===== config.mk =====
export PLATFORM = sky130hd
export DESIGN_NAME = serial_pattern_tx
export DESIGN_NICKNAME = d
export VERILOG_FILES = /design/src/rtl/serial_pattern_pkg.sv /design/src/rtl/pattern_shift_reg.sv /design/src/rtl/serial_pattern_tx.sv
export SDC_FILE = /design/constraint.sdc
export NUM_CORES = 1
export LEC_CHECK = 0
export BUFFER_PORTS_ARGS = -buffer_cell sky130_fd_sc_hd__buf_2
export CORE_MARGIN = 8
export CORE_UTILIZATION = 30
export CTS_CLUSTER_SIZE = 16
export DETAILED_ROUTE_END_ITERATION = 12
export PLACE_DENSITY = 0.46
export REMOVE_ABC_BUFFERS = 1
export SYNTH_ARGS = -nofsm -noshare
export SYNTH_HDL_FRONTEND = slang
export SYNTH_SLANG_ARGS = --single-unit

===== constraint.sdc =====
create_clock -name Clock -period 2.1 [get_ports Clock]
set_clock_uncertainty 0.1 [all_clocks]
set_input_delay 0.42 -clock Clock [delete_from_list [all_inputs] [get_ports Clock]]
set_output_delay 0.42 -clock Clock [all_outputs]
set_load 0.005 [all_outputs]

===== src/rtl/serial_pattern_pkg.sv =====
// Shared state encoding for the serial pattern transmitter.
// State codes are visible on the `state` port, so values are fixed.
package serial_pattern_pkg;

  localparam int STATE_W = 2;

  typedef enum logic [STATE_W-1:0] {
    IDLE = 2'd0,
    SEND = 2'd1,
    GAP  = 2'd2,
    DONE = 2'd3
  } state_e;

endpackage


===== src/rtl/pattern_shift_reg.sv =====
// Loadable bidirectional shift register presenting one serial bit per clock.
// Latency: load visible next cycle; no backpressure, load has priority over shift.
module pattern_shift_reg #(
  parameter int WIDTH = 8
) (
  input  logic             Clock,
  input  logic             Resetn,
  input  logic             load,
  input  logic             shift,
  input  logic             msb_first,
  input  logic [WIDTH-1:0] data,
  output logic             ser_bit
);

  logic [WIDTH-1:0] sr;

  always_ff @(posedge Clock) begin
    if (!Resetn) begin
      sr <= '0;
    end else if (load) begin
      sr <= data;
    end else if (shift) begin
      // Move the next bit toward whichever end is being presented.
      if (msb_first) sr <= {sr[WIDTH-2:0], 1'b0};
      else           sr <= {1'b0, sr[WIDTH-1:1]};
    end
  end

  assign ser_bit = msb_first ? sr[WIDTH-1] : sr[0];

endmodule


===== src/rtl/serial_pattern_tx.sv =====
// Serial pattern transmitter: first bit on w one cycle after start, optional repeats with 1-cycle gap.
// No backpressure: start is only sampled in IDLE and never queued.
module serial_pattern_tx
  import serial_pattern_pkg::*;
#(
  parameter int WIDTH = 8,
  parameter int CNT_W = 4
) (
  input  logic               Clock,
  input  logic               Resetn,
  input  logic               start,
  input  logic [WIDTH-1:0]   pattern,
  input  logic               msb_first,
  input  logic [CNT_W-1:0]   repeat_n,
  output logic               w,
  output logic               busy,
  output logic               done,
  output logic [STATE_W-1:0] state
);

  localparam int BW = $clog2(WIDTH);
  localparam logic [BW-1:0] LAST = BW'(WIDTH - 1);

  state_e           st;
  logic [BW-1:0]    bitcnt;
  logic [CNT_W-1:0] rptcnt;
  logic [WIDTH-1:0] pat_q;
  logic             msb_q;
  logic             sr_load;
  logic [WIDTH-1:0] sr_data;
  logic             ser_bit;

  always_ff @(posedge Clock) begin
    if (!Resetn) begin
      st     <= IDLE;
      bitcnt <= '0;
      rptcnt <= '0;
      pat_q  <= '0;
      msb_q  <= 1'b0;
    end else begin
      case (st)
        IDLE: begin
          if (start) begin
            pat_q  <= pattern;
            msb_q  <= msb_first;
            rptcnt <= repeat_n;
            bitcnt <= LAST;
            st     <= SEND;
          end
        end
        SEND: begin
          if (bitcnt == '0) begin
            if (rptcnt != '0) begin
              rptcnt <= rptcnt - CNT_W'(1);
              st     <= GAP;
            end else begin
              st     <= DONE;
            end
          end else begin
            bitcnt <= bitcnt - BW'(1);
          end
        end
        GAP: begin
          bitcnt <= LAST;
          st     <= SEND;
        end
        default: st <= IDLE;
      endcase
    end
  end

  // A fresh copy is loaded on acceptance and again during every gap cycle.
  assign sr_load = ((st == IDLE) && start) || (st == GAP);
  assign sr_data = (st == GAP) ? pat_q : pattern;

  pattern_shift_reg #(
    .WIDTH(WIDTH)
  ) u_sr (
    .Clock     (Clock),
    .Resetn    (Resetn),
    .load      (sr_load),
    .shift     (st == SEND),
    .msb_first (msb_q),
    .data      (sr_data),
    .ser_bit   (ser_bit)
  );

  assign w     = (st == SEND) && ser_bit;
  assign busy  = (st == SEND) || (st == GAP);
  assign done  = (st == DONE);
  assign state = st;

endmodule


---- Yosys cells after proc, flatten, opt, wreduce, memory -nomap -nowiden ----
Index checks and enable logic that the tools add are counted.
Widths: inputs -> output; s select.
cells by class
  $add $sub $neg .......................... 2
  equal/unequal tests ..................... 7
  multiplexer cells ....................... 16
  reductions and logical operators ........ 14
operators by type and width
  cell                 count
  $mux 8               4
  $mux 4               3
  $pmux 3 s3           1
  $ne 2x2->1 const B   4
  $pmux 4 s2           1
  $mux 3               2
  $pmux 2 s3           1
  $eq 2x2->1 const B   2
  $mux 2               2
  $reduce_and 2->1     2
  $reduce_and 4->1     1
  $reduce_bool 2->1    2
  $reduce_bool 4->1    1
  $sub 4x1->4 const B  1
  $logic_not 3->1      1
  $reduce_and 3->1     1
  $reduce_bool 3->1    1
  $sub 3x1->3 const B  1
  $eq 2x1->1 const B   1
  $logic_and 1x1->1    2
  $logic_not 2->1      1
  $logic_or 1x1->1     2
  $mux 1               2
storage, ports and cells
  bits in registers ....................... 26
  input port bits ......................... 16
  output and inout bits ................... 5

---- Depth between registers and ports, before layout ----
Gate-level depths: netlist of the first run.
  depth in word-level cells ............... 4
  depth in mapped cells ................... 7

---- Modules after synthesis ----
From an unflattened synthesis of the first run, not the netlist that was laid out.
unflattened totals
  cells, all modules ...................... 171
  area, all modules ....................... 1,541.5 µm²
modules (own cells, without submodules)
  module             times used  cells each  area an instance (µm²)  sequential area each (µm²)
  serial_pattern_tx  1           125         1,094.8                 360.3
  pattern_shift_reg  1           46          446.7                   160.2

---- Worst setup path before layout of the first run ----
Ideal clock, no wire load.
  kind .................................... register -> register
  start ................................... register st[0] (netlist: state[0])
  end ..................................... register u_sr.sr[1]
  setup time .............................. 133 ps
  data arrival time ....................... 1,642 ps
  required time ........................... 1,867 ps
  setup slack ............................. 226 ps
  stages on the path, launching flop included .. 8
  buffers on the path ..................... 1
  period minus slack after synthesis ...... 1,874 ps
  cell sequence ........................... dfxtp_1 inv_1 ha_1 and2_4 buf_6 or3_4 o221ai_1 a21oi_1
on the way
  word-level cells in the longest chain between the ends .. 4
  elaborated cells between the ends (all ways) .. 8
ends and longest elaborated chain
  element                                             RTL line                 RTL
  from (decl)                                         serial_pattern_tx.sv:24  state_e st;
  from (signal assigned)                              serial_pattern_tx.sv:35  st <= IDLE;
  from (signal assigned)                              serial_pattern_tx.sv:48  st <= SEND;
  from (signal assigned)                              serial_pattern_tx.sv:55  st <= GAP;
  $logic_not 2->1                                     serial_pattern_tx.sv:73  assign sr_load = ((st == IDLE) && start) || (st == GAP);
  $logic_and 1x1->1                                   serial_pattern_tx.sv:73
  $logic_or 1x1->1                                    serial_pattern_tx.sv:73
  $mux 8 / $reduce_bool 2->1 (equally long branches)  --
  to (signal assigned)                                pattern_shift_reg.sv:21  sr <= data;
  to (signal assigned)                                pattern_shift_reg.sv:24  if (msb_first) sr <= {sr[WIDTH-2:0], 1'b0};
  to (signal assigned)                                pattern_shift_reg.sv:25  else sr <= {1'b0, sr[WIDTH-1:1]};
  to (decl)                                           pattern_shift_reg.sv:15  logic [WIDTH-1:0] sr;
Parallel ways exist; a longest one is shown, timed or not.
A chain may end at the register's enable or synchronous reset.

---- Worst setup path after layout of the first run ----
  start ................................... register st[1] (netlist: state[1])
  end ..................................... output w
on the way
  word-level cells in the longest chain between the ends .. 2
ends and longest elaborated chain
  element            RTL line                 RTL
  $eq 2x1->1         serial_pattern_tx.sv:88  assign w = (st == SEND) && ser_bit;
  $logic_and 1x1->1  serial_pattern_tx.sv:88
  to (decl)          serial_pattern_tx.sv:15  output logic w,
Every way passes these cells.

==> qor.yml, run 1 <==
grt:
  grt_first_pass_wirelength_um: 5820
  grt_pass1_vias: 1260
  grt-ovfl-total: 0
  antenna_found_initial: 0
  grt.total_usage_pct: 9.89
  grt_max_degree: 16
floorplan:
  die_w_um: 85.2
  dieArea_mm2: 0.00725
  design.core.area_mm2: 0.00466
  die_y_um: 85.2
  io_pins: 21
  start_util_pct: 30.8
  rows: 25
final_layout:
  area_growth_pct: 17.1
  filler_cell_count: 481
  nNetsFinal: 218
  final_layout_size_suffix_gt1_share_pct: 20.8
  diodes: 0
place:
  port_buffers: 20
  place_ws_ns: 0.161
  gp_congestion: 0.754
  dpl.hpwl_um: 2630
drt:
  top_layer_used: "met4"
  drtIter0Drc: 68
  drc: 0
  routedWlPerCell_um: 14.0
  dr_wl_met2_um: 1650
  wl_met3_um: 166
  routed_wirelength_um: 3440
  first_pass_iters: 4
  vias: 1262
  via_per_inst: 5.13
  final_antenna_net_count: 0
  drt-met1-wl_um: 1600
clocking:
  cts_buffers: 3
  cts_setup_buffers: 0
  cts_hold_buf: 0
  cts_buffer_depth: 2
  cts_tree: "done"
  insertion_delay_ns: 0.27
  cts.repair.resized: 0
  clkSinkCount: 26
  clk_pin_slew_ns: 0.09
  htree_num_levels: 1
  cts-root-buf: "clkbuf_8"
worst_setup_path:
  required_ns: 1.58
  cp-end-kind: "output port"
  crit_start: "state[1]"
  r2r_start: "state[0]"
  worstPathMaxFanout: 13
  crit_type: "flip-flop to output port"
  crit_path_start_kind: "flip-flop"
  cp.arrival_ns: 1.44
yosys:
  async_flop_share_pct: 0
  synthDistinctLibCells: 35
  synth-seq-cells: 26
  ys.warnings.count: 0
  syn_avg_cell_area_um2: 8.39
  ys.flop_type: "dfxtp_1"
  ys_top_cells_by_area: "dfxtp_1 36%, a21oi_1 8.0%, ha_1 7.8%"
  syn_inst: 171
  synth_edf_count: 0
  synth_area_mm2: 0.00144
  synth-seq-area-share_pct: 36.3
  synth_top_area_share_pct: 36.3
  netlist.top_cell.by_area: "dfxtp_1"
timing:
  setup_viol: 0
  fin_tns_setup_ns: 0
  finalMaxSlewViolations: 0
  rsz0062_at_grt: "false"
  finalWorstSetupSlack_ns: 0.140
  worstMarginPinSlew_ns: 0.485
  hold_viol_final: 0
  max_freq_mhz: 510
  slew_headroom_pct: 67.6
  fin_crit_ns: 1.96
  fin_hold_ws_ns: 0.280
  fin_crit_sh_pct: 93.4
pwr:
  power_density_mw_per_mm2: 1380
  power.leakage_nw: 0.686
  vdd_ir_drop_max_v: 0.000511
run:
  cap_violations: 0
hold_path:
  min_from: "msb_first"
  hp-class: "input pin to flip-flop"
run_status:
  status: "complete, no violations"
-- metal layers --
metal / vias up / GRT usage, %
met5: - / 0
met3: 2 / 3.28
li1: 647 / -
met2: 18 / 16.8
met1: 595 / 11.7
met4: 0 / 2.10
-- cell type report --
cell class,count,area [µm²],share of cell area (%)
inverters,12,45.0,2.68
repair buffers,26,145,8.64
well taps,54,67.6,4.02
clock inverters,1,30.0,1.79
multi-input cells,124,831,49.4
flip-flops and latches,26,520,31.0
clock buffers,3,41.3,2.46
-- cells by family after synthesis --
family          after synthesis  share of synthesized area, %
fa+ha+maj                     9                          7.85
flops                        26                          36.3
compound gates               53                          24.5
xor+xnor                      1                         0.610
buf+inv                      21                          6.36
mux                           8                          5.93
simple gates                 53                          18.5
-- synth_stat cells (all sizes together), types with 4 or more instances --
library cell  number
buf                5
mux2               4
ha                 9
inv               11
o2bb2ai            4
a21oi             23
a211oi             4
dfxtp             26
nor2b              4
o221ai             6
nand2             26
nor2              12
mux2i              4
clkbuf             4
-- power by group --
group          internal [W]  switching, W  total, W
clock              0.000255      0.000158  0.000413
sequential         0.000663      0.000133  0.000795
combinational      0.000501      0.000616   0.00112
total               0.00142      0.000907   0.00233
-- critical path, stage by stage, from the launching register on --
cell and delay [ns]:
dfxtp_1 0.36, inv_1 0.13, ha_2 0.35, nor2b_1 0.20
buf_2 0.14
-- through the flow --
stage	total power (W)	utilization, %	instances	area [µm²]
floorplan	0.00159	-	162	1390
global placement	0.00190	34.4	242	1600
detailed placement	0.00191	34.4	242	1600
CTS	0.00233	35.9	246	1670
global route	0.00254	36.1	246	1680
finish	0.00233	36.1	246	1680
-- layout by cell type, fill, tap and decap left out, types with 2 or more instances in the layout --
cell type,n
nand2_1,26
dfxtp_1,26
a21oi_1,23
buf_2,20
inv_1,11
nor2_1,11
ha_1,8
o221ai_1,6
buf_4,6
mux2i_1,4
nor2b_1,4
mux2_2,4
o2bb2ai_1,4
o22ai_1,3
nand2b_1,3
o2111ai_1,3
a211oi_1,3
o21ai_0,3
clkbuf_8,3
o211ai_1,2
nor3_1,2
-- final timing paths --
check        cells past startpoint          to  slack [ns]
min                              3       msb_q        0.28
max reg2reg                      6  u_sr.sr[1]        0.16
max                              4           w        0.14
min reg2reg                      2    pat_q[6]        0.36
-- state kept, by name (all words and copies together), names as in the netlist --
name and count:
pat_q 8, u_sr.sr 8, rptcnt 4, bitcnt 3, state 2, msb_q 1
Power figures use the tool's default switching activity.
==> inputs of run 2 (changes only) <==
ABC_AREA = 1   (was unset)
==> run 2 against run 1 <==
Effect of this change: flip-flop and latch count stayed put; clock power rose by 4%; count of clock-buffer cells in the layout is the same; critical endpoint unchanged; non-clock buffer count fell by 3; sequential power grew 0.5%; die area is 2.8% higher; via count up 7.2%; sequential share of layout area is 0.48 points lower; critical path depth unchanged; combinational power grew 20%; final cell count grew 22%; first-iteration DRC count is 47% higher.
==> qor.yml, run 2 <==
pwr:
  netSwitchingPower_w: 0.00116  # was 0.000907 W
  p_seq_share_pct: 31.1  # was 34.2%
  p_comb_share_pct: 52.3  # was 48.1%
  swShare_pct: 44.9  # was 39.0%
  p_clk_share_pct: 16.7  # was 17.7%
  power_density_mw_per_mm2: 1510  # was 1380 mW/mm²
  power.leakage_nw: 0.792  # was 0.686 nW
  p_int_w: 0.00142  # about the same
  vdd_ir_drop_max_v: 0.000494  # was 0.000511 V
clocking:
  cts_setup_buffers: 0  # unchanged
  clkSinkCount: 26  # unchanged
  cts_buffer_depth: 2  # unchanged
  cts_buffers: 3  # unchanged
  insertion_delay_ns: 0.28  # was 0.27 ns
  cts_tree: "done"  # unchanged
  cts-root-buf: "clkbuf_8"  # unchanged
  htree_num_levels: 1  # unchanged
  clk_pin_slew_ns: 0.10  # was 0.09 ns
worst_setup_path:
  worstPathMaxFanout: 10  # was 13
  required_ns: 1.58  # about the same
  crit_start: "state[0]"  # was state[1]
  crit_path_start_kind: "flip-flop"  # unchanged
  r2r_end: "u_sr.sr[4]"  # was u_sr.sr[1]
  cpMaxStageDelayCell: "dfxtp_1"  # unchanged
  slowest_delay_ns: 0.45  # was 0.36 ns
  reg2reg_slack_ns: 0.17  # was 0.16 ns
  r2r_start: "state[0]"  # unchanged
  crit_type: "flip-flop to output port"  # unchanged
  crit_path_end: "w"  # unchanged
  cp.arrival_ns: 1.48  # was 1.44 ns
  reg2reg_depth: 8  # was 6
  path_cells: "ha_2, o21ai_0, a21oi_1, buf_2"  # was inv_1, ha_2, nor2b_1, buf_2
  cp-end-kind: "output port"  # unchanged
hold_path:
  hp-class: "input pin to flip-flop"  # unchanged
floorplan:
  die_y_um: 86.4  # was 85.2 µm
  die_w_um: 86.4  # was 85.2 µm
  start_util_pct: 31.2  # was 30.8%
  io_pins: 21  # unchanged
  design.core.area_mm2: 0.00475  # was 0.00466 mm²
  dieArea_mm2: 0.00746  # was 0.00725 mm²
  rows: 25  # unchanged
drt:
  routedWlPerCell_um: 11.8  # was 14.0 µm
  drtIter0Drc: 100  # was 68
  drc: 0  # unchanged
  first_pass_iters: 4  # unchanged
  final_antenna_net_count: 0  # unchanged
  vias: 1353  # was 1262
  routed_wirelength_um: 3540  # was 3440 µm
  via_per_inst: 4.51  # was 5.13
timing:
  slew_headroom_pct: 71.5  # was 67.6%
  setup_viol: 0  # unchanged
  fin_hold_ws_ns: 0.297  # was 0.280 ns
  finalWorstSetupSlack_ns: 0.0966  # was 0.140 ns
  hold_viol_final: 0  # unchanged
  fin_crit_ns: 2.00  # was 1.96 ns
  fin_crit_sh_pct: 95.4  # was 93.4%
  rsz0062_at_grt: "true"  # was false
  max_freq_mhz: 499  # was 510 MHz
  worstMarginPinSlew_ns: 0.426  # was 0.485 ns
  finalMaxSlewViolations: 0  # unchanged
yosys:
  ys.warnings.count: 0  # unchanged
  synth-seq-area-share_pct: 35.0  # was 36.3%
  yosysMostFrequentCell: "nand2_1"
  synth_top_area_share_pct: 35.0  # was 36.3%
  synth_edf_count: 0  # unchanged
  ys_top_cells_by_area: "dfxtp_1 35%, nand2_1 13%, a21oi_1 8.4%"  # was dfxtp_1 36%, a21oi_1 8.0%, ha_1 7.8%
  synth-seq-cells: 26  # unchanged
  synthDistinctLibCells: 27  # was 35
  synth_area_mm2: 0.00149  # was 0.00144 mm²
  syn_inst: 214  # was 171
  synth_commonest_cells: "51 x nand2_1, 26 x dfxtp_1, 25 x a21oi_1, 25 x inv_1"  # was 26 x dfxtp_1, 26 x nand2_1, 23 x a21oi_1
  syn_avg_cell_area_um2: 6.94  # was 8.39 µm²
  ys.flop_type: "dfxtp_1"  # unchanged
  async_flop_share_pct: 0  # unchanged
  netlist.top_cell.by_area: "dfxtp_1"  # unchanged
final_layout:
  final_layout_size_suffix_gt1_share_pct: 17.6  # was 20.8%
  fin_cells: 300  # was 246
  final_cell_mix: "51 x nand2_1, 26 x dfxtp_1, 25 x inv_1, 25 x a21oi_1, 20 x buf_2"  # was 26 x nand2_1, 26 x dfxtp_1, 23 x a21oi_1
  area_growth_pct: 14.9  # was 17.1%
  filler_cell_count: 581  # was 481
  final_common_cell: "nand2_1"
  nNetsFinal: 259  # was 218
  top_regs: "pat_q: 8 flops, u_sr.sr: 8 flops, rptcnt: 4 flops"  # unchanged
  diodes: 0  # unchanged
run:
  cap_violations: 0  # unchanged
place:
  port_buffers: 20  # unchanged
  dpl.hpwl_um: 2620  # was 2630 µm
  place_ws_ns: 0.0849  # was 0.161 ns
  gp_congestion: 0.738  # was 0.754
  dp_cells: 296  # was 242
grt:
  grt.total_usage_pct: 10.5  # was 9.89%
  grt_max_degree: 16  # unchanged
  grt-ovfl-total: 0  # unchanged
  met1_usage_pct: 14.6  # was 11.7%
  antenna_found_initial: 0  # unchanged
  grt_first_pass_wirelength_um: 6300  # was 5820 µm
  grtUsageMet3_pct: 1.61  # was 3.28%
  grtUsageMet2_pct: 15.0  # was 16.8%
  grt_pass1_vias: 1327  # was 1260
  busiest_layer: "met2"  # unchanged
run_status:
  status: "complete, no violations"  # unchanged
==> run 2: cells by family (layout without fill, tap and decap cells) <==
| kind of cell | Yosys count | after routing | synth area share [%] |
|---|---|---|---|
| DFF | 26 | 26 | 35.0 |
| xor gates and xnor gates | 1 | 1 | 0.590 |
| adders and majority gates | 9 | 9 | 7.58 |
| buffers and inverters | 37 | 56 | 12.0 |
| and+or+nand+nor | 88 | 88 | 26.2 |
| AOI/OAI and AO/OA | 53 | 53 | 18.5 |
==> run 2: final cells by class <==
cell class	count	area, µm²	area share [%]
flip-flops and latches	26	520	30.5
multi-input cells	151	788	46.2
inverters	29	120	7.04
repair buffers	23	123	7.18
clock buffers	3	41.3	2.42
clock inverters	1	30.0	1.76
well taps	67	83.8	4.91
==> run 2: per-stage QoR <==
step	TNS [ns]	power, W	instance area, µm²	utilization (%)
2_1_floorplan	0	0.00179	1420	-
3_3_place_gp	0	0.00217	1630	34.3
3_5_place_dp	0	0.00215	1630	34.3
4_1_cts	0	0.00259	1700	35.8
5_1_grt	-0.0470	0.00284	1710	35.9
6_report	0	0.00257	1710	35.9
==> run 2: worst max-delay path, delay by kind of cell (launching register included) <==
kind	cells	cell delay, ns
AO/OA/AOI/OAI	2	0.28
flip-flops	1	0.45
adder cells (fa/ha/maj)	1	0.35
buffers and inverters	1	0.14
==> run 2: worst min-delay path by stage <==
stage | from | end | cells after the start | slack [ns]
floorplan | bitcnt[1] | bitcnt[1] | 2 | 0.33
global placement | bitcnt[1] | bitcnt[1] | 2 | 0.35
detailed placement | bitcnt[1] | bitcnt[1] | 2 | 0.35
CTS | pattern[3] | pat_q[3] | 3 | 0.29
global route | pattern[3] | pat_q[3] | 3 | 0.30
finish | pattern[3] | pat_q[3] | 3 | 0.30
==> run 2: power groups by stage <==
stage               Sequential (W)  Clock (W)  Combinational, W
floorplan                 0.000779          0           0.00101
global placement          0.000806          0           0.00136
detailed placement        0.000806          0           0.00135
CTS                       0.000797   0.000441           0.00135
global route              0.000823   0.000463           0.00155
finish                    0.000799   0.000429           0.00134
==> run 2: routing by layer <==
layer / vias to the layer above / share of wire (%) / wire length, µm
met5: - / 0 / 0
met4: 0 / 1.9 / 66
met3: 4 / 3.7 / 132
met2: 26 / 39 / 1360
met1: 601 / 56 / 1980
li1: 722 / - / -
==> run 2: timing repair <==
| action | 4_1_cts | 5_1_grt |
|---|---|---|
| cloned | 0 | 0 |
| endpoints found under the setup margin | 1 | 9 |
| hold buffers | 0 | 0 |
| resized for setup | 1 | 1 |
==> inputs of run 3 (changes only) <==
CORE_ASPECT_RATIO = 0.6   (was unset)
==> run 3 against run 2 <==
Effect of this change: via count fell by 2.7%; design area down 0.51%; clock power decreased by 34%; count of clock-buffer cells in the layout stayed put; sequential power about the same; sequential share of layout area rose by 0.23 points; worst hold slack improved by 0.012 ns; flip-flop and latch count unchanged; global-route usage fell by 0.21 points; die area is 0.99% higher; setup slack improved by 0.15 ns; combinational power up 4%; critical endpoint unchanged; highest routed layer unchanged.
==> qor.yml, run 3 (synthesized netlist as in run 2, its figures left out) <==
run_status:
  status: "complete, no violations"  # unchanged
final_layout:
  multi_input_area_um2: 798  # was 788 µm²
  final_layout_size_suffix_gt1_share_pct: 18.4  # was 17.6%
  diodes: 0  # unchanged
  top_regs: "pat_q: 8 flops, u_sr.sr: 8 flops, rptcnt: 4 flops"  # unchanged
  filler_cell_count: 518  # was 581
  area_growth_pct: 14.3  # was 14.9%
  nNetsFinal: 261  # was 259
  regArea_um2: 522  # was 520 µm²
  final_common_cell: "nand2_1"  # unchanged
  fin_cells: 297  # was 300
  final_cell_mix: "51 x nand2_1, 25 x inv_1, 25 x a21oi_1, 25 x dfxtp_1, 20 x buf_2"  # was 51 x nand2_1, 26 x dfxtp_1, 25 x inv_1, 25 x a21oi_1, 20 x buf_2
floorplan:
  die_y_um: 70.5  # was 86.4 µm
  design.core.area_mm2: 0.00466  # was 0.00475 mm²
  io_pins: 21  # unchanged
  dieArea_mm2: 0.00753  # was 0.00746 mm²
  die_w_um: 107  # was 86.4 µm
  start_util_pct: 31.9  # was 31.2%
  rows: 19  # was 25
place:
  dpl.hpwl_um: 2730  # was 2620 µm
  dp_cells: 294  # was 296
  port_buffers: 20  # unchanged
  gp_congestion: 0.765  # was 0.738
timing:
  setup_viol: 0  # unchanged
  worstMarginPinSlew_ns: 0.455  # was 0.426 ns
  hold_viol_final: 0  # unchanged
  fin_tns_setup_ns: 0  # unchanged
  slew_headroom_pct: 69.6  # was 71.5%
  rsz0062_at_grt: "false"  # was true
  fin_crit_sh_pct: 88.4  # was 95.4%
  finalMaxSlewViolations: 0  # unchanged
  fin_crit_ns: 1.86  # was 2.00 ns
  max_freq_mhz: 539  # was 499 MHz
drt:
  first_pass_iters: 4  # unchanged
  vias: 1317  # was 1353
  final_antenna_net_count: 0  # unchanged
  routed_wirelength_um: 3570  # was 3540 µm
  drtIter0Drc: 61  # was 100
  drc: 0  # unchanged
  via_per_inst: 4.43  # was 4.51
  routedWlPerCell_um: 12.0  # was 11.8 µm
worst_setup_path:
  cp-end-kind: "output port"  # unchanged
  crit_type: "flip-flop to output port"  # unchanged
  cp.arrival_ns: 1.34  # was 1.48 ns
  reg2reg_depth: 8  # unchanged
  required_ns: 1.58  # about the same
  worstPathMaxFanout: 10  # unchanged
  reg2reg_slack_ns: 0.31  # was 0.17 ns
  crit_path_start_kind: "flip-flop"  # unchanged
pwr:
  power_density_mw_per_mm2: 1460  # was 1510 mW/mm²
  vdd_ir_drop_max_v: 0.000398  # was 0.000494 V
  power.leakage_nw: 0.790  # was 0.792 nW
grt:
  grt_first_pass_wirelength_um: 6240  # was 6300 µm
  antenna_found_initial: 0  # unchanged
  grt-ovfl-total: 0  # unchanged
  grt_max_degree: 15  # was 16
  grt_pass1_vias: 1247  # was 1327
  grt.total_usage_pct: 10.3  # was 10.5%
clocking:
  clk_pin_slew_ns: 0.09  # was 0.10 ns
  htree_num_levels: 1  # unchanged
  cts_setup_buffers: 0  # unchanged
  cts_tree: "done"  # unchanged
  clkSinkCount: 26  # unchanged
  cts_buffers: 3  # unchanged
  insertion_delay_ns: 0.27  # was 0.28 ns
  cts_buffer_depth: 2  # unchanged
  cts-root-buf: "clkbuf_8"  # unchanged
hold_path:
  min_path_cells: 3  # unchanged
  hp-class: "input pin to flip-flop"  # unchanged
run:
  cap_violations: 0  # unchanged
run 3: cell types whose count changed in the layout (fill, tap and decap cells not counted):
cell       change
buf_4          +2
dfxtp_1        -1
dfxtp_2        +1
bufinv_16      -1
ha_4           +1
ha_2           -1
run 3: repair_timing:
action	4_1_cts	5_1_grt
setup endpoints to repair	1	5
hold buffers	0	0
pin swaps	0	0
resized for setup	1	3
run 3: worst max-delay path, cell delays in order (launching register included):
cell	delay, ns
dfxtp_1	0.32
inv_1	0.14
ha_4	0.23
o21ai_0	0.11
a21oi_1	0.13
buf_2	0.13
run 3: where the power goes:
group	switching [W]	internal [W]	total (W)
Combinational	0.000876	0.000520	0.00140
Clock	0.000153	0.000129	0.000281
Sequential	0.000126	0.000672	0.000799
Total	0.00116	0.00132	0.00248
run 3: per-stage QoR:
step	hold slack [ns]	cell area (µm²)	total power, W	util, %	setup slack [ns]
after detailed placement	0.350	1640	0.00218	35.2	0.167
final	0.310	1700	0.00248	36.4	0.243
after floorplan	0.333	1420	0.00179	-	0.300
after CTS	0.301	1680	0.00248	36.1	0.0757
after global routing	0.307	1700	0.00277	36.4	0.0551
after global placement	0.352	1640	0.00220	35.2	0.210
run 3: final timing paths:
| path | startpoint | to |
|---|---|---|
| hold reg to reg | bitcnt[1] | bitcnt[1] |
| hold / removal | pattern[7] | pat_q[7] |
| setup reg to reg | state[0] | u_sr.sr[2] |
| setup / recovery | state[1] | w |
run 3: area by class of cell:
type,instances,area share [%]
inverter,29,7.07
tap,63,4.64
multi-input combinational,151,47.0
clock buffer,3,2.43
sequential,26,30.7
timing repair buffer,25,8.11
run 3: per-layer routing:
| layer | vias up | track usage (%) | wire (µm) |
|---|---|---|---|
| met5 | - | 0 | 0 |
| met4 | 0 | 2.33 | 30 |
| met3 | 2 | 2.84 | 138 |
| met2 | 23 | 13.5 | 1310 |
| met1 | 561 | 15.6 | 2090 |
| li1 | 731 | - | - |
